--- config.mk ---
export PLATFORM = sky130hd
export DESIGN_NAME = pc_stack_unit
export DESIGN_NICKNAME = d
export VERILOG_FILES = /design/src/rtl/pc_stack_unit.sv
export SDC_FILE = /design/constraint.sdc
export NUM_CORES = 1
export LEC_CHECK = 0
export ABC_AREA = 1
export CORE_ASPECT_RATIO = 0.9
export CORE_MARGIN = 1
export CORE_UTILIZATION = 43
export CTS_CLUSTER_DIAMETER = 120
export DETAILED_ROUTE_END_ITERATION = 6
export PLACE_DENSITY = 0.74
export SYNTH_ARGS = -nofsm -noshare
export SYNTH_HDL_FRONTEND = slang
export SYNTH_SLANG_ARGS = --single-unit
--- constraint.sdc ---
create_clock -name CLK -period 2.65 [get_ports CLK]
set_input_delay 0.53 -clock CLK [delete_from_list [all_inputs] [get_ports CLK]]
set_output_delay 0.53 -clock CLK [all_outputs]
set_load 0.02 [all_outputs]
--- src/rtl/pc_stack_unit.sv ---
// Program counter with increment, absolute jump, signed relative branch and CALL/RET
// through a register-array return-address stack; all outputs registered, one-cycle latency.
module pc_stack_unit #(
  parameter int              AW           = 8,
  parameter int              OW           = 4,
  parameter int              DEPTH        = 4,
  parameter logic [AW-1:0]   RESET_VECTOR = '0
) (
  input  logic                      CLK,
  input  logic                      RESET,
  input  logic                      PCEN,
  input  logic                      LOAD,
  input  logic                      BRANCH,
  input  logic                      CALL,
  input  logic                      RET,
  input  logic [AW-1:0]             IN,
  input  logic [OW-1:0]             OFFSET,
  output logic [AW-1:0]             A,
  output logic [$clog2(DEPTH):0]    DEPTH_CNT,
  output logic                      OVF,
  output logic                      UNF
);

  localparam int IW = $clog2(DEPTH);
  localparam int CW = IW + 1;

  logic [AW-1:0] ras [DEPTH];
  logic [AW-1:0] a_nxt;
  logic [AW-1:0] a_inc;
  logic [AW-1:0] br_tgt;
  logic [CW-1:0] cnt_nxt;
  logic [IW-1:0] push_idx;
  logic [IW-1:0] top_idx;
  logic          push;
  logic          ovf_set;
  logic          unf_set;
  logic          full;
  logic          empty;

  assign a_inc    = A + AW'(1);
  // Size cast of a signed operand sign-extends OFFSET up to AW bits.
  assign br_tgt   = A + AW'($signed(OFFSET));
  assign full     = (DEPTH_CNT == CW'(DEPTH));
  assign empty    = (DEPTH_CNT == '0);
  assign push_idx = DEPTH_CNT[IW-1:0];
  assign top_idx  = push_idx - IW'(1);

  always_comb begin
    a_nxt   = A;
    cnt_nxt = DEPTH_CNT;
    push    = 1'b0;
    ovf_set = 1'b0;
    unf_set = 1'b0;
    if (RET) begin
      if (!empty) begin
        a_nxt   = ras[top_idx];
        cnt_nxt = DEPTH_CNT - CW'(1);
      end else begin
        unf_set = 1'b1;
      end
    end else if (CALL) begin
      if (!full) begin
        push    = 1'b1;
        a_nxt   = IN;
        cnt_nxt = DEPTH_CNT + CW'(1);
      end else begin
        ovf_set = 1'b1;
      end
    end else if (LOAD) begin
      a_nxt = IN;
    end else if (BRANCH) begin
      a_nxt = br_tgt;
    end else if (PCEN) begin
      a_nxt = a_inc;
    end
  end

  always_ff @(posedge CLK or negedge RESET) begin
    if (!RESET) begin
      A         <= RESET_VECTOR;
      DEPTH_CNT <= '0;
      OVF       <= 1'b0;
      UNF       <= 1'b0;
    end else begin
      A         <= a_nxt;
      DEPTH_CNT <= cnt_nxt;
      OVF       <= OVF | ovf_set;
      UNF       <= UNF | unf_set;
    end
  end

  // Stack storage needs no reset: entries above DEPTH_CNT are never read.
  always_ff @(posedge CLK) begin
    if (push) begin
      ras[push_idx] <= a_inc;
    end
  end

endmodule
==> summary.txt <==
Place
  – RD Place Congestion: 0.874
  – Dpl ws: 328 ps
  – Hpwl dp: roughly 4400 µm
  – Port Buffers: 31

Timing
  – Clk_skew: 11.4 ps
  – Min Tclk post-route: between 2000 and 2500 ps
  – Tcrit/Tclk final: 0.763
  – RSZ-0062 raised after global routing: false
  – Max-slew violations: 0
  – Max_slew headroom: 0.554
  – Fin. Hold Viols: 0
  – Final setup vio count: 0
  – Setup tns final: 0 ps
  – Slew @ Worst Pin: 667 ps
  – Final worst slack: 629 ps
  – FMAX: between 400 and 500 MHz

Layout
  – Final nets: between 300 and 400
  – # diodes: 0
  – Filler cells: 537
  – Area growth, synth to finish: 20.8%
  – Layout cell share with drive strength beyond 1: 0.0914

Drt
  – Routed Antenna Nets: 0
  – DR vias: 2113
  – DR WL/cell: between 10 and 15 µm
  – Via density: a little over 5
  – Drt drc: 4
  – Post-Route WL: approximately 6000 µm
  – Number of DRC markers in iteration 0: between 100 and 150
  – Drt pass-1 iters: 6

Power and ir drop
  – Leakage: ~1.4 nW
  – PD cells: ~1200 nW/µm²
  – Worst vdd ir: roughly 0.00052 V

Logic synthesis
  – Mapped cell area: around 2600 µm²
  – Main synth FF type: edfxtp_1
  – Async S/R FF share, synth: 0.289
  – Syn Nets: 331
  – #FFs+latches synth: 45
  – Yosys cell types: 30
  – Yosys warns: 0
  – Cells after Synth: between 200 and 300
  – Number of synthesized flops with an enable pin: 32
  – Syn Area/Cell: approximately 8.8 µm²
  – Post-synthesis sequential area ratio: 0.492

Critical path
  – Worst path depth: 10
  – Crit path buffers/inverters: 3
  – Cell family with most CP delay: buffers and inverters
  – Crit Path Max Fanout: 11
  – R2r startpoint: A[0]
  – Reg-to-reg slack, setup: around 760 ps
  – Worst EP required: just under 3000 ps
  – Endpoint class of the critical path: flop
  – Worst path cell trace: clkdlybuf4s50_1, buf_4, nor2_2, nand3_2, nand2_2, a31oi_4, o21ai_0, inv_1, nand2_1, nand2_1
  – Crit-path most repeated cell: nand2_1
  – CP arrival: 2260 ps
  – Reg-to-Reg End: A[4]
  – Critical Path End: A[3]
  – CP Launch Type: input port
  – CP max stage cell: clkdlybuf4s50_1
  – WS Path Type: in -> reg
  – Critical Path Source: RET
  – FF-to-FF path depth: 11
  – Slowest stage delay, CP: roughly 580 ps

Floorplanning
  – I/O pins: 32
  – Die H: ~76 µm
  – Core Area: 5760 µm²
  – Die Width: 84.2 µm
  – Rows: 26
  – Initial Util: 0.454
  – DIE AREA: about 6400 µm²

Clock network
  – Clock root buffer: clkbuf_8
  – Postcts setup bufs: 0
  – # H-tree levels: 2
  – Count of cells resized by post-cts repair: 0
  – TritonCTS clock tree: built
  – Clock Path Buffers: 2
  – CTS clk-pin slew, worst paths: about 90 ps
  – CTS Buf Count: 5
  – Hold-fix buffers at CTS: 0
  – Clock sink total: 45
  – Clock latency on the worst-skew pair: approximately 290 ps

GRT
  – GRT busiest layer: met2
  – Met1 Resource Use GR: 0.269
  – Largest net degree at the start of global routing: 20
  – First-pass GRT wire length: ~9700 µm
  – Vias in the first global route: roughly 2000
  – GRT overflow: 0
  – Antenna violations before repair: 0
  – Tot GR Track Use: 0.197
  – M2 GR Usage: 0.307
  – Met3 usage: 0.0444

Hold path
  – Worst hold path type: reg -> reg
  – WHS Path Cells: 2

Run
  – Max cap viols: 0

Status
  – Status: finished with violations
  – Failing checks: DRC
==> synth_stat cells, types with 2 or more instances <==
cell type  number  area share
xor2_1          3       0.010
o21ai_2         2      0.0067
nor2_1         29       0.042
a21oi_1        12       0.023
fa_1            2       0.015
xnor2_1         6       0.020
nand4_1         2      0.0048
inv_2           4      0.0057
inv_1          39       0.056
nand2_2         3      0.0072
edfxtp_1       32        0.37
o22ai_1         6       0.014
o21ai_0        21       0.040
nand3_1        16       0.031
o21ai_1         7       0.013
ha_1           12       0.057
o211ai_1        3      0.0086
nor2_2          3      0.0072
buf_6           3       0.013
nand2_1        69       0.099
buf_2           2      0.0038
dfrtp_1        13        0.12
o221ai_1        2      0.0067
==> power breakdown <==
group          switching, mW  total [mW]  internal [mW]  leakage [nW]
registers              0.182        1.22           1.03         0.435
logic                   1.13        1.84          0.711         0.882
clock network          0.228       0.603          0.375        0.0681
total                   1.54        3.66           2.12          1.38
==> worst min-delay path by stage <==
stage	start	endpoint	slack (ps)
floorplan	RESET	A[0]	230
global placement	UNF	UNF	450
detailed placement	UNF	UNF	450
CTS	UNF	UNF	470
global route	UNF	UNF	490
finish	UNF	UNF	480
==> layout by cell type (no fill, tap or decap), drive strengths merged, types with 5 or more instances in the layout <==
cell type / instances
nand2: 72
inv: 43
edfxtp: 32
nor2: 32
clkdlybuf4s50: 31
o21ai: 30
nand3: 17
dfrtp: 13
a21oi: 12
ha: 12
buf: 9
xnor2: 6
o22ai: 6
clkbuf: 5
==> cell type report <==
cell class / count / area [µm²] / share of cell area
Tap cell: 70 / 87.6 / 0.0277
Sequential cell: 45 / 1290 / 0.407
Clock inverter: 3 / 65.1 / 0.0206
Timing Repair Buffer: 40 / 378 / 0.120
Multi-Input combinational cell: 202 / 1110 / 0.351
Clock buffer: 5 / 68.8 / 0.0218
Inverter: 44 / 165 / 0.0523
==> worst reg2reg max path: stages, from the launching register on <==
cell and delay, ps:
dfrtp_1 520, ha_1 220, inv_1 50, fa_1 410, nor2_1 160, nor2_1 60, nand2_1 50, nand3_1 80
o211ai_1 100, nand2_2 60, nand2_1 50, nand2_1 40
==> kinds of logic after synthesis <==
kind of cell / count (synthesis) / share of synthesized area
DFF: 45 / 0.492
adders and majority gates: 14 / 0.0727
buffers and inverters: 51 / 0.0842
and+or+nand+nor: 124 / 0.197
xor gates and xnor gates: 9 / 0.0301
AOI/OAI and AO/OA: 55 / 0.124
==> flip-flops by register name (all words and copies together) (netlist names) <==
name and count:
ras 32, A 8, OVF 1, DEPTH_CNT 3, UNF 1
==> per-layer routing <==
metal,part of all wire,wire length [µm]
met3,0.075,446
met1,0.45,2650
met5,0,0
met2,0.46,2740
met4,0.018,110
==> per-stage QoR <==
stage | hold WS [ps] | utilization | instances | total power [mW] | instance area, µm²
3_5_place_dp | 452 | 0.525 | 401 | 3.06 | 3030
5_1_grt | 487 | 0.549 | 409 | 3.95 | 3160
6_report | 476 | 0.549 | 409 | 3.66 | 3160
2_1_floorplan | 234 | - | 298 | 2.44 | 2620
4_1_cts | 473 | 0.549 | 409 | 3.67 | 3160
3_3_place_gp | 445 | 0.525 | 401 | 2.99 | 3030
(Power assumes the default switching activity.)
==> patch 1: new RTL, same settings <==
Put one more register stage on the output `DEPTH_CNT`, without a reset. The value now appears one clock later. The other outputs are not delayed to match.
--- a/src/rtl/pc_stack_unit.sv
+++ b/src/rtl/pc_stack_unit.sv
@@ -24,6 +24,8 @@
   localparam int IW = $clog2(DEPTH);
   localparam int CW = IW + 1;
 
+  logic [$clog2(DEPTH):0] DEPTH_CNT_s0;
+
   logic [AW-1:0] ras [DEPTH];
   logic [AW-1:0] a_nxt;
   logic [AW-1:0] a_inc;
@@ -40,21 +42,21 @@
   assign a_inc    = A + AW'(1);
   // Size cast of a signed operand sign-extends OFFSET up to AW bits.
   assign br_tgt   = A + AW'($signed(OFFSET));
-  assign full     = (DEPTH_CNT == CW'(DEPTH));
-  assign empty    = (DEPTH_CNT == '0);
-  assign push_idx = DEPTH_CNT[IW-1:0];
+  assign full     = (DEPTH_CNT_s0 == CW'(DEPTH));
+  assign empty    = (DEPTH_CNT_s0 == '0);
+  assign push_idx = DEPTH_CNT_s0[IW-1:0];
   assign top_idx  = push_idx - IW'(1);
 
   always_comb begin
     a_nxt   = A;
-    cnt_nxt = DEPTH_CNT;
+    cnt_nxt = DEPTH_CNT_s0;
     push    = 1'b0;
     ovf_set = 1'b0;
     unf_set = 1'b0;
     if (RET) begin
       if (!empty) begin
         a_nxt   = ras[top_idx];
-        cnt_nxt = DEPTH_CNT - CW'(1);
+        cnt_nxt = DEPTH_CNT_s0 - CW'(1);
       end else begin
         unf_set = 1'b1;
       end
@@ -62,7 +64,7 @@
       if (!full) begin
         push    = 1'b1;
         a_nxt   = IN;
-        cnt_nxt = DEPTH_CNT + CW'(1);
+        cnt_nxt = DEPTH_CNT_s0 + CW'(1);
       end else begin
         ovf_set = 1'b1;
       end
@@ -78,12 +80,12 @@
   always_ff @(posedge CLK or negedge RESET) begin
     if (!RESET) begin
       A         <= RESET_VECTOR;
-      DEPTH_CNT <= '0;
+      DEPTH_CNT_s0 <= '0;
       OVF       <= 1'b0;
       UNF       <= 1'b0;
     end else begin
       A         <= a_nxt;
-      DEPTH_CNT <= cnt_nxt;
+      DEPTH_CNT_s0 <= cnt_nxt;
       OVF       <= OVF | ovf_set;
       UNF       <= UNF | unf_set;
     end
@@ -96,4 +98,8 @@
     end
   end
 
+  always_ff @(posedge CLK) begin
+    DEPTH_CNT <= DEPTH_CNT_s0;
+  end
+
 endmodule
Behaviour: not the same (a bounded check fails within 4 cycles, from zero or initial values and one cycle with RESET low).
==> patch 1 against the unedited design <==
  * Wire length shrank 5.8%
  * Setup slack worse by 68 ps
  * Final area shrank 1.3%
  * Sequential cell count grew 3
  * Synthesized area barely moved
  * Register-to-register slack worse by 50 ps
  * Total power fell by 5.5%
  * Combinational power down 4%
  * Critical path type unchanged
  * Highest routed layer unchanged
==> patch 1: results (changes against the unedited design) <==
Run status
  • Status: complete, no violations (was finished with violations)

Synth
  • Seq/Total Area, Yosys: 0.515 (was 0.492)
  • Most frequent cells after synthesis: nand2_1 (63), inv_1 (37), edfxtp_1 (32) (was nand2_1 (69), inv_1 (39), edfxtp_1 (32))
  • Syn_nets: 326 (was 331)
  • Synth cell types: 29 (was 30)
  • Asr flop ratio synth: 0.271 (was 0.289)
  • Post-Syn Instances: 293 (was 298)
  • Area contributors post-synth: edfxtp_1 (37%), dfrtp_1 (12%), nand2_1 (9.1%) (was edfxtp_1 (37%), dfrtp_1 (12%), nand2_1 (9.9%))

Setup path
  • Crit Reg-Reg Startpoint: DEPTH_CNT_s0[0] (was A[0])
  • R2R cell count: 9 (was 11)
  • R2R Path End: A[6] (was A[4])
  • WP data arrival: 2330 ps (was 2260 ps)
  • R2r setup slk: 710 ps (was 760 ps)
  • Max FO, Critical Path: 2 (was 11)
  • Setup crit start: OFFSET[0] (was RET)

Global route
  • First-pass GRT wire length: 9720 um (was 9740 um)
  • Largest net degree at the start of global routing: 21 (was 20)
  • Initial antenna violation count: 0 (unchanged)
  • Vias in the first global route: 1982 (was 2009)
  • Total GRT Usage: 0.196 (was 0.197)

Drt
  • Routed WL per cell: 13.9 um (was 14.6 um)
  • Vias: 2051 (was 2113)
  • DRT Pass-1 Iters: 4 (was 6)
  • Routed vias/inst: 5.08 (was 5.17)
  • DRT iter0 DRCs: 137 (was 138)

Clocking
  • # resized after CTS: 0 (unchanged)
  • Hold Buf Count CTS: 0 (unchanged)
  • H-tree lvl count: 2 (unchanged)
  • Root buffer cell: clkbuf_8 (unchanged)
  • Worst-Skew Late Latency: about 300 ps

Min path
  • Hold depth: 0 (was 2)
  • Hold Path Origin: DEPTH_CNT_s0[1] (was UNF)
  • Hold EP: DEPTH_CNT[1] (was UNF)

Pwr
  • Combinational group share of total power: 0.509 (was 0.503)
  • Clock group power: 417 uW (was 603 uW)
  • VDD IR max: 0.508 mV (was 0.525 mV)
  • Max power group: combinational cells (unchanged)
  • Clk pwr share: 0.121 (was 0.165)
  • Static Leak: 1.35 nW (was 1.38 nW)
  • Internal power: 1.96 mW (was 2.12 mW)

Place
  • Post-DP HPWL: 4130 um (was 4420 um)
  • Placer Congestion: 0.835 (was 0.874)
  • I/O Buffers: 31 (unchanged)
  • Dpl cells: 396 (was 401)

Timing
  • Worst clock skew: 6.43 ps (was 11.4 ps)
  • Slew margin rel.: 0.557 (was 0.554)

Cells and area
  • Nets: 366 (was 371)
  • Largest regs: ras x32, A x8 (was ras x32, A x8, DEPTH_CNT x3)
  • Layout cells sized above 1: 0.0778 (was 0.0914)
patch 1: cell count changes in the layout (fill, tap and decap cells not counted), sizes merged, moves of 3 or more:
cell / delta
or2: +3
inv: -3
nand2: -9
dfxtp: +3
o21ai: +3
patch 1: metrics by stage:
stage | utilization | hold WS (ps) | setup WS [ps] | cell area [um^2]
floorplan | - | 234 | 712 | 2610
global placement | 0.528 | 449 | 276 | 3040
detailed placement | 0.528 | 461 | 242 | 3040
CTS | 0.542 | 479 | 554 | 3120
global route | 0.542 | 498 | 412 | 3120
finish | 0.542 | 469 | 561 | 3120
patch 1: logic make-up (layout without fill, tap and decap cells):
logic type,after synthesis,after routing,share of synthesized area
fa+ha+maj,14,14,0.0728
flops,48,48,0.515
xor+xnor,8,8,0.0297
compound gates,58,58,0.122
simple gates,117,117,0.184
buf+inv,48,89,0.0757
patch 1: cell type report:
class / instances / area (um^2)
inverters: 40 / 150
flip-flops and latches: 48 / 1350
clock buffers: 7 / 76.3
well taps: 70 / 87.6
fillers: 538 / 2640
clock inverters: 1 / 5.00
repair buffers: 41 / 385
multi-input cells: 197 / 1070
patch 1: how the worst max path moves through the flow:
stage / end / slack (ps) / cells past startpoint
after global placement: A[4] / 280 / 12
after global routing: A[6] / 410 / 12
final: A[4] / 560 / 12
after CTS: A[4] / 550 / 12
after detailed placement: A[4] / 240 / 12
after floorplan: DEPTH_CNT_s0[2] / 710 / 7
patch 1: worst max-delay path: stages:
cell and delay [ps]:
clkdlybuf4s50_1 460, ha_1 150, inv_1 50, fa_1 400, o21ai_1 210, inv_1 70, or2_0 190, nand3_1 60
nand2_1 50, nand2_1 50, nand2_1 40, nand2_1 50
patch 1: metal layers:
layer	GRT usage	routed length, um
met4	0.0672	127
met5	0	0
met3	0.0261	258
met1	0.281	2640
met2	0.307	2580
==> patch 2: new RTL, config.mk and constraints unchanged <==
Without the edit above. `AW`: 8 -> 7.
--- a/src/rtl/pc_stack_unit.sv
+++ b/src/rtl/pc_stack_unit.sv
@@ -1,7 +1,7 @@
 // Program counter with increment, absolute jump, signed relative branch and CALL/RET
 // through a register-array return-address stack; all outputs registered, one-cycle latency.
 module pc_stack_unit #(
-  parameter int              AW           = 8,
+  parameter int              AW           = 7,
   parameter int              OW           = 4,
   parameter int              DEPTH        = 4,
   parameter logic [AW-1:0]   RESET_VECTOR = '0
Ports: changed (resized A and IN); port bits go from 32 to 30. No check against the original RTL was run, so the function may have changed too.
==> patch 2 against the unedited design <==
  * Wire length decreased by 18%
  * Final area fell by 12%
  * Synthesized area fell by 13%
  * First-iteration DRC count shrank 8.7%
  * Critical path type is now reg2out
  * Clock skew decreased by 8.7 ps
  * Total power decreased by 15%
  * Die area is 13% lower
  * Setup slack worse by 39 ps
  * Final cell count down 12%
  * Sequential cell count fell by 5
  * Hold slack got worse by 11 ps
  * Combinational power decreased by 17%
  * Critical path depth fell by 8
==> patch 2: results (changes against the unedited design) <==
Run status
  • Status: complete, no violations (was finished with violations)

Setup path
  • R2R cell count: 12 (was 11)
  • Max FO, Critical Path: 18 (was 11)
  • R2R Path End: A[6] (was A[4])
  • WP data arrival: 1530 ps (was 2260 ps)

Pwr
  • VDD IR max: 0.639 mV (was 0.525 mV)
  • Sequential power: 1.06 mW (was 1.22 mW)
  • Static Leak: 1.19 nW (was 1.38 nW)
  • Internal power: 1.80 mW (was 2.12 mW)
  • Clock group power: 504 uW (was 603 uW)

Synth
  • EDFF count, synth: 28 (was 32)
  • Seq/Total Area, Yosys: 0.501 (was 0.492)
  • Post-Syn Instances: 258 (was 298)
  • Syn_nets: 289 (was 331)
  • Area contributors post-synth: edfxtp_1 (37%), dfrtp_1 (13%), nand2_1 (9.2%) (was edfxtp_1 (37%), dfrtp_1 (12%), nand2_1 (9.9%))
  • Asr flop ratio synth: 0.300 (was 0.289)
  • Synth cell types: 27 (was 30)
  • Yosys warns: 0 (unchanged)
  • Most frequent cells after synthesis: nand2_1 (56), inv_1 (31), nor2_1 (31) (was nand2_1 (69), inv_1 (39), edfxtp_1 (32))

Drt
  • Routed WL per cell: 13.6 um (was 14.6 um)
  • Routed vias/inst: 5.12 (was 5.17)
  • Vias: 1847 (was 2113)
  • DRT Pass-1 Iters: 5 (was 6)
  • DRT iter0 DRCs: 126 (was 138)
  • Routed length on met3: 453 um (was 446 um)
  • Met2 routed WL: 2290 um (was 2740 um)
  • Metal-1 WL: 2130 um (was 2650 um)

Timing
  • Slew @ Worst Pin: 621 ps (was 667 ps)
  • Worst clock skew: 2.62 ps (was 11.4 ps)

Cells and area
  • Layout cells sized above 1: 0.0777 (was 0.0914)
  • Nets: 326 (was 371)
  • Number of flip-flops under the largest register name: 28 (was 32)
  • Largest regs: ras x28, A x7, DEPTH_CNT x3 (was ras x32, A x8, DEPTH_CNT x3)
  • Filler Cell Count: 437 (was 537)
  • Layout area overhead: 22.0% (was 20.8%)

Place
  • Post-place setup slack: 306 ps (was 328 ps)
  • Placed Area: 2660 um^2 (was 3030 um^2)
  • Placer Congestion: 0.849 (was 0.874)
  • Post-DP HPWL: 3580 um (was 4420 um)
  • I/O Buffers: 29 (was 31)
  • Dpl cells: 353 (was 401)

Global route
  • M2 GR Usage: 0.315 (was 0.307)
  • Total GRT Usage: 0.197 (about the same)
  • GRT met1 Usage: 0.266 (was 0.269)
  • First-pass GRT wire length: 8250 um (was 9740 um)
  • Vias in the first global route: 1738 (was 2009)
  • Initial antenna violation count: 0 (unchanged)
  • GR Layer Usage met3: 0.0581 (was 0.0444)
  • Largest net degree at the start of global routing: 19 (was 20)

Clocking
  • H-tree lvl count: 2 (unchanged)
  • Postcts setup bufs: 0 (unchanged)
-- patch 2: cell types whose count changed after synthesis, moves of 3 or more --
| cell | change |
|---|---|
| o22ai_1 | -6 |
| edfxtp_1 | -4 |
| inv_1 | -8 |
| nand2_2 | -3 |
| o21ai_0 | -3 |
| nand3_1 | +4 |
| xnor2_1 | -3 |
| nand2_1 | -13 |
-- patch 2: how the worst max path moves through the flow --
stage / from / end / slack, ps
4_1_cts: DEPTH_CNT[0] / DEPTH_CNT[0] / 570
2_1_floorplan: DEPTH_CNT[0] / ras[2][0] / 700
5_1_grt: OFFSET[0] / A[6] / 390
3_5_place_dp: OFFSET[0] / A[6] / 310
3_3_place_gp: OFFSET[0] / A[6] / 350
6_report: DEPTH_CNT[0] / DEPTH_CNT[0] / 590
-- patch 2: layout make-up --
type                       count  area, um^2  share of cell area
clock buffer                   5        68.8              0.0248
sequential                    40        1140               0.411
inverter                      33         124              0.0446
multi-input combinational    178         966               0.348
timing repair buffer          37         350               0.126
tap                           65        81.3              0.0293
clock inverter                 3        46.3              0.0167
-- patch 2: kinds of logic after synthesis --
logic type	count (synthesis)	synth area share
simple gates	114	0.211
xor+xnor	7	0.0269
flops	40	0.501
fa+ha+maj	13	0.0780
buf+inv	40	0.0747
compound gates	44	0.108
-- patch 2: critical path: stages (launching register included) --
cell and delay [ps]:
dfrtp_1 370, buf_4 230, clkdlybuf4s50_1 640
-- patch 2: stage by stage --
| stage | power (mW) | util | hold slack (ps) |
|---|---|---|---|
| after floorplan | 2.11 | - | 234 |
| after global placement | 2.57 | 0.537 | 447 |
| after detailed placement | 2.59 | 0.537 | 449 |
| after CTS | 3.11 | 0.561 | 470 |
| after global routing | 3.36 | 0.561 | 507 |
| final | 3.10 | 0.561 | 464 |
